<file path="src/rtl/cpu_pkg.sv">
// Shared constants for the multi-cycle 24-bit RISC CPU: widths, opcodes,
// instruction field positions and the control state encoding.
package cpu_pkg;

    localparam int unsigned CPU_DATA_W   = 24;
    localparam int unsigned CPU_ADDR_W   = 8;
    localparam int unsigned CPU_NREGS    = 8;
    localparam logic [7:0]  CPU_RESET_PC = 8'd0;

    localparam int unsigned OP_HI  = 23;
    localparam int unsigned OP_LO  = 20;
    localparam int unsigned RD_HI  = 19;
    localparam int unsigned RD_LO  = 17;
    localparam int unsigned RS1_HI = 16;
    localparam int unsigned RS1_LO = 14;
    localparam int unsigned RS2_HI = 13;
    localparam int unsigned RS2_LO = 11;
    localparam int unsigned IMM_HI = 13;
    localparam int unsigned IMM_LO = 0;

    localparam logic [3:0] OP_NOP  = 4'd0;
    localparam logic [3:0] OP_ADD  = 4'd1;
    localparam logic [3:0] OP_SUB  = 4'd2;
    localparam logic [3:0] OP_AND  = 4'd3;
    localparam logic [3:0] OP_OR   = 4'd4;
    localparam logic [3:0] OP_XOR  = 4'd5;
    localparam logic [3:0] OP_ADDI = 4'd6;
    localparam logic [3:0] OP_LW   = 4'd7;
    localparam logic [3:0] OP_SW   = 4'd8;
    localparam logic [3:0] OP_BEQ  = 4'd9;
    localparam logic [3:0] OP_BNE  = 4'd10;
    localparam logic [3:0] OP_JMP  = 4'd11;
    localparam logic [3:0] OP_HALT = 4'd15;

    typedef enum logic [2:0] {
        S_FETCH      = 3'd0,
        S_FETCH_WAIT = 3'd1,
        S_EXECUTE    = 3'd2,
        S_MEM        = 3'd3,
        S_MEM_WAIT   = 3'd4,
        S_HALT       = 3'd5
    } state_e;

    function automatic logic [CPU_DATA_W-1:0] sext_imm(input logic [13:0] imm);
        return {{10{imm[13]}}, imm};
    endfunction

endpackage

</file>
<file path="src/rtl/cpu_alu.sv">
// Combinational ALU: arithmetic/logic result plus operand equality for branches.
module cpu_alu
    import cpu_pkg::*;
#(
    parameter int unsigned DATA_W = CPU_DATA_W
) (
    input  logic [3:0]        op_i,
    input  logic [DATA_W-1:0] a_i,
    input  logic [DATA_W-1:0] b_i,
    output logic [DATA_W-1:0] result_o,
    output logic              eq_o
);

    // Operation select; address generation for LW/SW shares the adder.
    always_comb begin
        result_o = {DATA_W{1'b0}};
        case (op_i)
            OP_ADD, OP_ADDI, OP_LW, OP_SW: result_o = a_i + b_i;
            OP_SUB:                        result_o = a_i - b_i;
            OP_AND:                        result_o = a_i & b_i;
            OP_OR:                         result_o = a_i | b_i;
            OP_XOR:                        result_o = a_i ^ b_i;
            default:                       result_o = {DATA_W{1'b0}};
        endcase
    end

    assign eq_o = (a_i == b_i);

endmodule

</file>
<file path="src/rtl/risc_cpu.sv">
// Multi-cycle 24-bit RISC CPU sharing one synchronous memory for code and data.
// Each instruction walks FETCH -> FETCH_WAIT -> EXECUTE [-> MEM [-> MEM_WAIT]].
module risc_cpu
    import cpu_pkg::*;
#(
    parameter int unsigned       DATA_W   = CPU_DATA_W,
    parameter int unsigned       ADDR_W   = CPU_ADDR_W,
    parameter int unsigned       NREGS    = CPU_NREGS,
    parameter logic [ADDR_W-1:0] RESET_PC = CPU_RESET_PC
) (
    input  logic              clock,
    input  logic              reset,
    output logic [ADDR_W-1:0] MAR,
    input  logic [DATA_W-1:0] data_in,
    output logic [DATA_W-1:0] data_out,
    output logic              Mem_EN,
    output logic              Mem_CS
);

    localparam logic [ADDR_W-1:0] PC_ONE = {{(ADDR_W-1){1'b0}}, 1'b1};

    state_e            state_q, state_d;
    logic [ADDR_W-1:0] pc_q, pc_d;
    logic [ADDR_W-1:0] addr_q, addr_d;
    logic [DATA_W-1:0] ir_q, ir_d;
    logic [DATA_W-1:0] dout_q, dout_d;
    logic [DATA_W-1:0] rf_q [NREGS];

    logic              rf_we_s;
    logic [2:0]        rf_waddr_s;
    logic [DATA_W-1:0] rf_wdata_s;

    logic [3:0]        op_s;
    logic [2:0]        rd_s, rs1_s, rs2_s;
    logic [DATA_W-1:0] imm_s;
    logic [DATA_W-1:0] rd_val_s, rs1_val_s, rs2_val_s;
    logic              is_branch_s, uses_imm_s;
    logic [DATA_W-1:0] alu_a_s, alu_b_s, alu_result_s;
    logic              alu_eq_s;

    assign op_s  = ir_q[OP_HI:OP_LO];
    assign rd_s  = ir_q[RD_HI:RD_LO];
    assign rs1_s = ir_q[RS1_HI:RS1_LO];
    assign rs2_s = ir_q[RS2_HI:RS2_LO];
    assign imm_s = sext_imm(ir_q[IMM_HI:IMM_LO]);

    // R0 is never written, but force zero on read so it holds even if it were.
    assign rd_val_s  = (rd_s  == 3'd0) ? {DATA_W{1'b0}} : rf_q[rd_s];
    assign rs1_val_s = (rs1_s == 3'd0) ? {DATA_W{1'b0}} : rf_q[rs1_s];
    assign rs2_val_s = (rs2_s == 3'd0) ? {DATA_W{1'b0}} : rf_q[rs2_s];

    // Branches compare rd against rs1; immediate forms replace rs2 with imm.
    assign is_branch_s = (op_s == OP_BEQ) || (op_s == OP_BNE);
    assign uses_imm_s  = (op_s == OP_ADDI) || (op_s == OP_LW) || (op_s == OP_SW);
    assign alu_a_s     = is_branch_s ? rd_val_s  : rs1_val_s;
    assign alu_b_s     = is_branch_s ? rs1_val_s : (uses_imm_s ? imm_s : rs2_val_s);

    cpu_alu #(.DATA_W(DATA_W)) u_alu (
        .op_i     (op_s),
        .a_i      (alu_a_s),
        .b_i      (alu_b_s),
        .result_o (alu_result_s),
        .eq_o     (alu_eq_s)
    );

    // Next-state, PC/IR/address updates and register write request.
    always_comb begin
        state_d    = state_q;
        pc_d       = pc_q;
        ir_d       = ir_q;
        addr_d     = addr_q;
        dout_d     = dout_q;
        rf_we_s    = 1'b0;
        rf_waddr_s = rd_s;
        rf_wdata_s = alu_result_s;
        case (state_q)
            S_FETCH: begin
                state_d = S_FETCH_WAIT;
            end
            S_FETCH_WAIT: begin
                ir_d    = data_in;
                pc_d    = pc_q + PC_ONE;
                state_d = S_EXECUTE;
            end
            S_EXECUTE: begin
                state_d = S_FETCH;
                case (op_s)
                    OP_ADD, OP_SUB, OP_AND, OP_OR, OP_XOR, OP_ADDI: begin
                        rf_we_s = 1'b1;
                    end
                    OP_LW: begin
                        addr_d  = alu_result_s[ADDR_W-1:0];
                        state_d = S_MEM;
                    end
                    OP_SW: begin
                        addr_d  = alu_result_s[ADDR_W-1:0];
                        dout_d  = rd_val_s;
                        state_d = S_MEM;
                    end
                    OP_BEQ: begin
                        if (alu_eq_s) begin
                            pc_d = pc_q + imm_s[ADDR_W-1:0];
                        end else begin
                            pc_d = pc_q;
                        end
                    end
                    OP_BNE: begin
                        if (!alu_eq_s) begin
                            pc_d = pc_q + imm_s[ADDR_W-1:0];
                        end else begin
                            pc_d = pc_q;
                        end
                    end
                    OP_JMP: begin
                        pc_d = ir_q[ADDR_W-1:0];
                    end
                    OP_HALT: begin
                        state_d = S_HALT;
                    end
                    default: begin
                        state_d = S_FETCH;
                    end
                endcase
            end
            S_MEM: begin
                if (op_s == OP_SW) begin
                    state_d = S_FETCH;
                end else begin
                    state_d = S_MEM_WAIT;
                end
            end
            S_MEM_WAIT: begin
                rf_we_s    = 1'b1;
                rf_wdata_s = data_in;
                state_d    = S_FETCH;
            end
            S_HALT: begin
                state_d = S_HALT;
            end
            default: begin
                state_d = S_FETCH;
            end
        endcase
    end

    // Control and datapath registers.
    always_ff @(posedge clock or posedge reset) begin
        if (reset) begin
            state_q <= S_FETCH;
            pc_q    <= RESET_PC;
            addr_q  <= {ADDR_W{1'b0}};
            ir_q    <= {DATA_W{1'b0}};
            dout_q  <= {DATA_W{1'b0}};
        end else begin
            state_q <= state_d;
            pc_q    <= pc_d;
            addr_q  <= addr_d;
            ir_q    <= ir_d;
            dout_q  <= dout_d;
        end
    end

    // Register file; R0 is never written.
    always_ff @(posedge clock or posedge reset) begin
        if (reset) begin
            for (int i = 0; i < NREGS; i++) begin
                rf_q[i] <= {DATA_W{1'b0}};
            end
        end else if (rf_we_s && (rf_waddr_s != 3'd0)) begin
            rf_q[rf_waddr_s] <= rf_wdata_s;
        end else begin
            rf_q[0] <= {DATA_W{1'b0}};
        end
    end

    // Bus outputs depend only on state and registers; reset blocks any access.
    assign MAR      = (state_q == S_MEM) ? addr_q : pc_q;
    assign data_out = dout_q;
    assign Mem_CS   = !reset && ((state_q == S_FETCH) || (state_q == S_MEM));
    assign Mem_EN   = !reset && (state_q == S_MEM) && (op_s == OP_SW);

endmodule

</file>
<file path="config.mk">
export PLATFORM = sky130hd
export DESIGN_NAME = risc_cpu
export DESIGN_NICKNAME = d
export VERILOG_FILES = /design/src/rtl/cpu_pkg.sv /design/src/rtl/cpu_alu.sv /design/src/rtl/risc_cpu.sv
export SDC_FILE = /design/constraint.sdc
export NUM_CORES = 1
export LEC_CHECK = 0
export CORE_MARGIN = 2
export CORE_UTILIZATION = 50
export CTS_BUF_LIST = sky130_fd_sc_hd__clkbuf_8 sky130_fd_sc_hd__clkbuf_16
export DETAILED_ROUTE_END_ITERATION = 8
export PLACE_DENSITY = 0.7
export SYNTH_ARGS = -nofsm -noshare
export SYNTH_HDL_FRONTEND = slang
export SYNTH_SLANG_ARGS = --single-unit
</file>
<file path="constraint.sdc">
create_clock -name clock -period 6.65 [get_ports clock]
set_input_delay 0.665 -clock clock [delete_from_list [all_inputs] [get_ports clock]]
set_output_delay 0.665 -clock clock [all_outputs]
set_load 0.01 [all_outputs]
</file>
==> impl_metrics.py <==
metrics = {
    "grt": {
        "grt_overflow_total": 0,
        "grt_pass1_wl_mm": 92.3,
        "antenna_found_initial": 1,
        "grt_usage": 0.312,
        "grt_max_degree": 98,
        "grt_pass1_vias": 15500,
    },
    "timing": {
        "min_period_ps": 6010,
        "fin_tns_setup_ps": 0,
        "skew_ps": 21.7,
        "rsz0062_at_grt": "no",
        "max_freq_mhz": 166,
        "setup_viol": 0,
        "drv_slew": 0,
        "hold_viol": 0,
        "slew-limit-headroom": 0.275,
        "post-route-period-util": 0.903,
        "tightest_slew_ps": 1090,
    },
    "yosys": {
        "ys_seq_area_frac": 0.326,
        "ys_seq_elements": 235,
        "synth_edf_count": 0,
        "synth.distinct_cells": 83,
        "synth_nets": 2071,
        "synth_top_cell_by_area": "dfrtp_1",
        "yosys-top-cells-area": "dfrtp_1 33%, mux2_2 11%, mux4_2 9.0%, ha_1 5.6%, a21oi_1 5.3%",
        "ys_async_sr_fraction": 1.00,
        "syn_area_mm2": 0.0180,
        "ys.flop_type": "dfrtp_1",
        "synth.avg_cell_area_um2": 9.19,
        "synth_cells": 1961,
        "synth_top_area_frac": 0.326,
        "yosys_warnings": 0,
    },
    "place": {
        "port_buffers": 59,
        "gp_congestion": 0.948,
        "dpl.hpwl_mm": 41.4,
    },
    "cts": {
        "tritoncts": "yes",
        "cts_hold_buf": 0,
        "ctsResizeCount": 0,
        "numCtsBuffers": 27,
        "cts_sinks": 235,
        "cts_setup_buffers": 0,
        "cts-root-buf": "clkbuf_16",
        "clk_latency_ps": 560,
        "clockBufferDepth": 3,
        "htreeDepth": 1,
        "cts.clk_slew.worst_paths_ps": 60,
    },
    "routing": {
        "ant_nets": 0,
        "routed-via-count": 16100,
        "drt_wl_total_mm": 59.0,
        "drt_iter0_markers": 1848,
        "drcViolationCount": 0,
        "wl_per_cell_um": 24.4,
        "viasPerCell": 6.63,
        "firstDrtPassIters": 6,
    },
    "critical_path": {
        "cp_max_fo": 41,
        "crit_path_start_kind": "flop",
        "critPathKind": "flop to flop",
        "required_ps": 7090,
        "crit_path_end_kind": "flop",
        "arrival_ps": 6450,
    },
    "status": {
        "status": "completed",
    },
    "cells_and_area": {
        "fillCellCount": 3053,
        "fin_nets": 2049,
        "synthToLayoutAreaGrowth_pct": 10.5,
        "drive_gt1_frac": 0.193,
        "diodes": 0,
    },
    "floorplan": {
        "initial_core_util": 0.508,
        "dieHeight_um": 194,
        "num_rows": 69,
        "die-area_mm2": 0.0376,
        "die-width_um": 194,
        "io_pins": 60,
        "coreArea_mm2": 0.0355,
    },
    "worst_hold_path": {
        "hold_path.class": "flop to flop",
    },
    "run": {
        "cap_violations": 0,
    },
}
## worst max-delay path, cell delays in order (launching register included)
cell      delay [ps]
dfrtp_1          550
nor3_1           380
nand2_1          220
nand2_2          740
buf_4            310
nor2_1            60
o211ai_1         150
o21ai_0          380
ha_1             590
inv_1            240
nand2_1          140
nor4_1           530
nand4_1          220
mux2i_1          210
nor3_1            80
nor2_1           720
nor2_1           110
o22a_1           230
## worst paths after layout
path | start | end | slack [ps] | cells after the start
worst min-delay path | data_out[20]$_DFFE_PP0P_ | data_out[20]$_DFFE_PP0P_ | 480 | 2
worst max-delay path | ir_q[21]$_DFFE_PP0N_ | pc_q[2]$_DFFE_PP0P_ | 640 | 17
worst max register to register | ir_q[21]$_DFFE_PP0N_ | pc_q[2]$_DFFE_PP0P_ | 640 | 17
max in group asynchronous | reset | ir_q[12]$_DFFE_PP0N_ | 4620 | 3
min in group asynchronous | reset | pc_q[7]$_DFFE_PP0P_ | 690 | 2
worst min register to register | data_out[20]$_DFFE_PP0P_ | data_out[20]$_DFFE_PP0P_ | 480 | 2
## cells in the mapped netlist (22+ instances only)
library cell,instances
nand2_1,197
nor2_1,191
inv_1,90
ha_1,81
buf_2,26
mux2_2,170
a21oi_1,190
o211ai_1,22
mux2i_1,44
o21ai_0,137
a211oi_1,37
nor3_1,26
mux4_2,72
a22oi_1,41
a221oi_1,26
dfrtp_1,235
clkbuf_1,101
## stage by stage
step / util / std cells / setup slack, ps / instance area (um^2) / hold WS, ps
CTS: 0.561 / 2420 / 792 / 19900 / 483
finish: 0.561 / 2420 / 642 / 19900 / 479
floorplan: - / 1961 / 1950 / 18000 / 474
detailed placement: 0.535 / 2371 / 816 / 19000 / 472
global route: 0.561 / 2420 / 210 / 19900 / 503
global placement: 0.535 / 2371 / 930 / 19000 / 465
## layout make-up
| cell class | instances | area (um^2) | area share |
|---|---|---|---|
| repair buffers | 101 | 956 | 0.0480 |
| clock buffers | 36 | 800 | 0.0402 |
| inverters | 91 | 345 | 0.0173 |
| clock inverters | 13 | 114 | 0.00572 |
| well taps | 461 | 577 | 0.0290 |
| flip-flops and latches | 235 | 5890 | 0.296 |
| multi-input cells | 1483 | 11200 | 0.564 |
## state kept, by name, summed over array words and instances (netlist names)
name      flops
addr_q        8
rf_q        168
pc_q          8
ir_q         24
state_q       3
data_out     24
## metal layers
metal / up-vias / part of all wire / track usage
li1: 7126 / - / -
met1: 7890 / 0.43 / 0.440
met2: 887 / 0.45 / 0.481
met3: 151 / 0.090 / 0.0621
met4: 0 / 0.032 / 0.106
met5: - / 0 / 0
## logic make-up after synthesis
| kind of cell | count (synthesis) | share of synthesized area |
|---|---|---|
| AOI/OAI and AO/OA | 569 | 0.200 |
| and+or+nand+nor | 519 | 0.126 |
| muxes | 293 | 0.226 |
| buffers and inverters | 243 | 0.0533 |
| DFF | 235 | 0.326 |
| adders and majority gates | 84 | 0.0596 |
| xor gates and xnor gates | 18 | 0.00875 |
## cells in the final DEF (no fill, tap or decap), types with 24 or more instances in the layout
cell,count
a211oi_1,37
mux4_2,72
mux2i_1,44
o21ai_0,137
inv_1,95
dfrtp_1,228
clkdlybuf4s50_1,59
a221oi_1,26
nand2_1,194
nor2_1,191
mux2_2,170
ha_1,81
a22oi_1,41
clkbuf_16,27
buf_4,38
nor3_1,24
a21oi_1,189
Power is left out: the tool's default activity adds up to more than one toggle a clock period on the data nets, which glitch-free logic cannot reach.
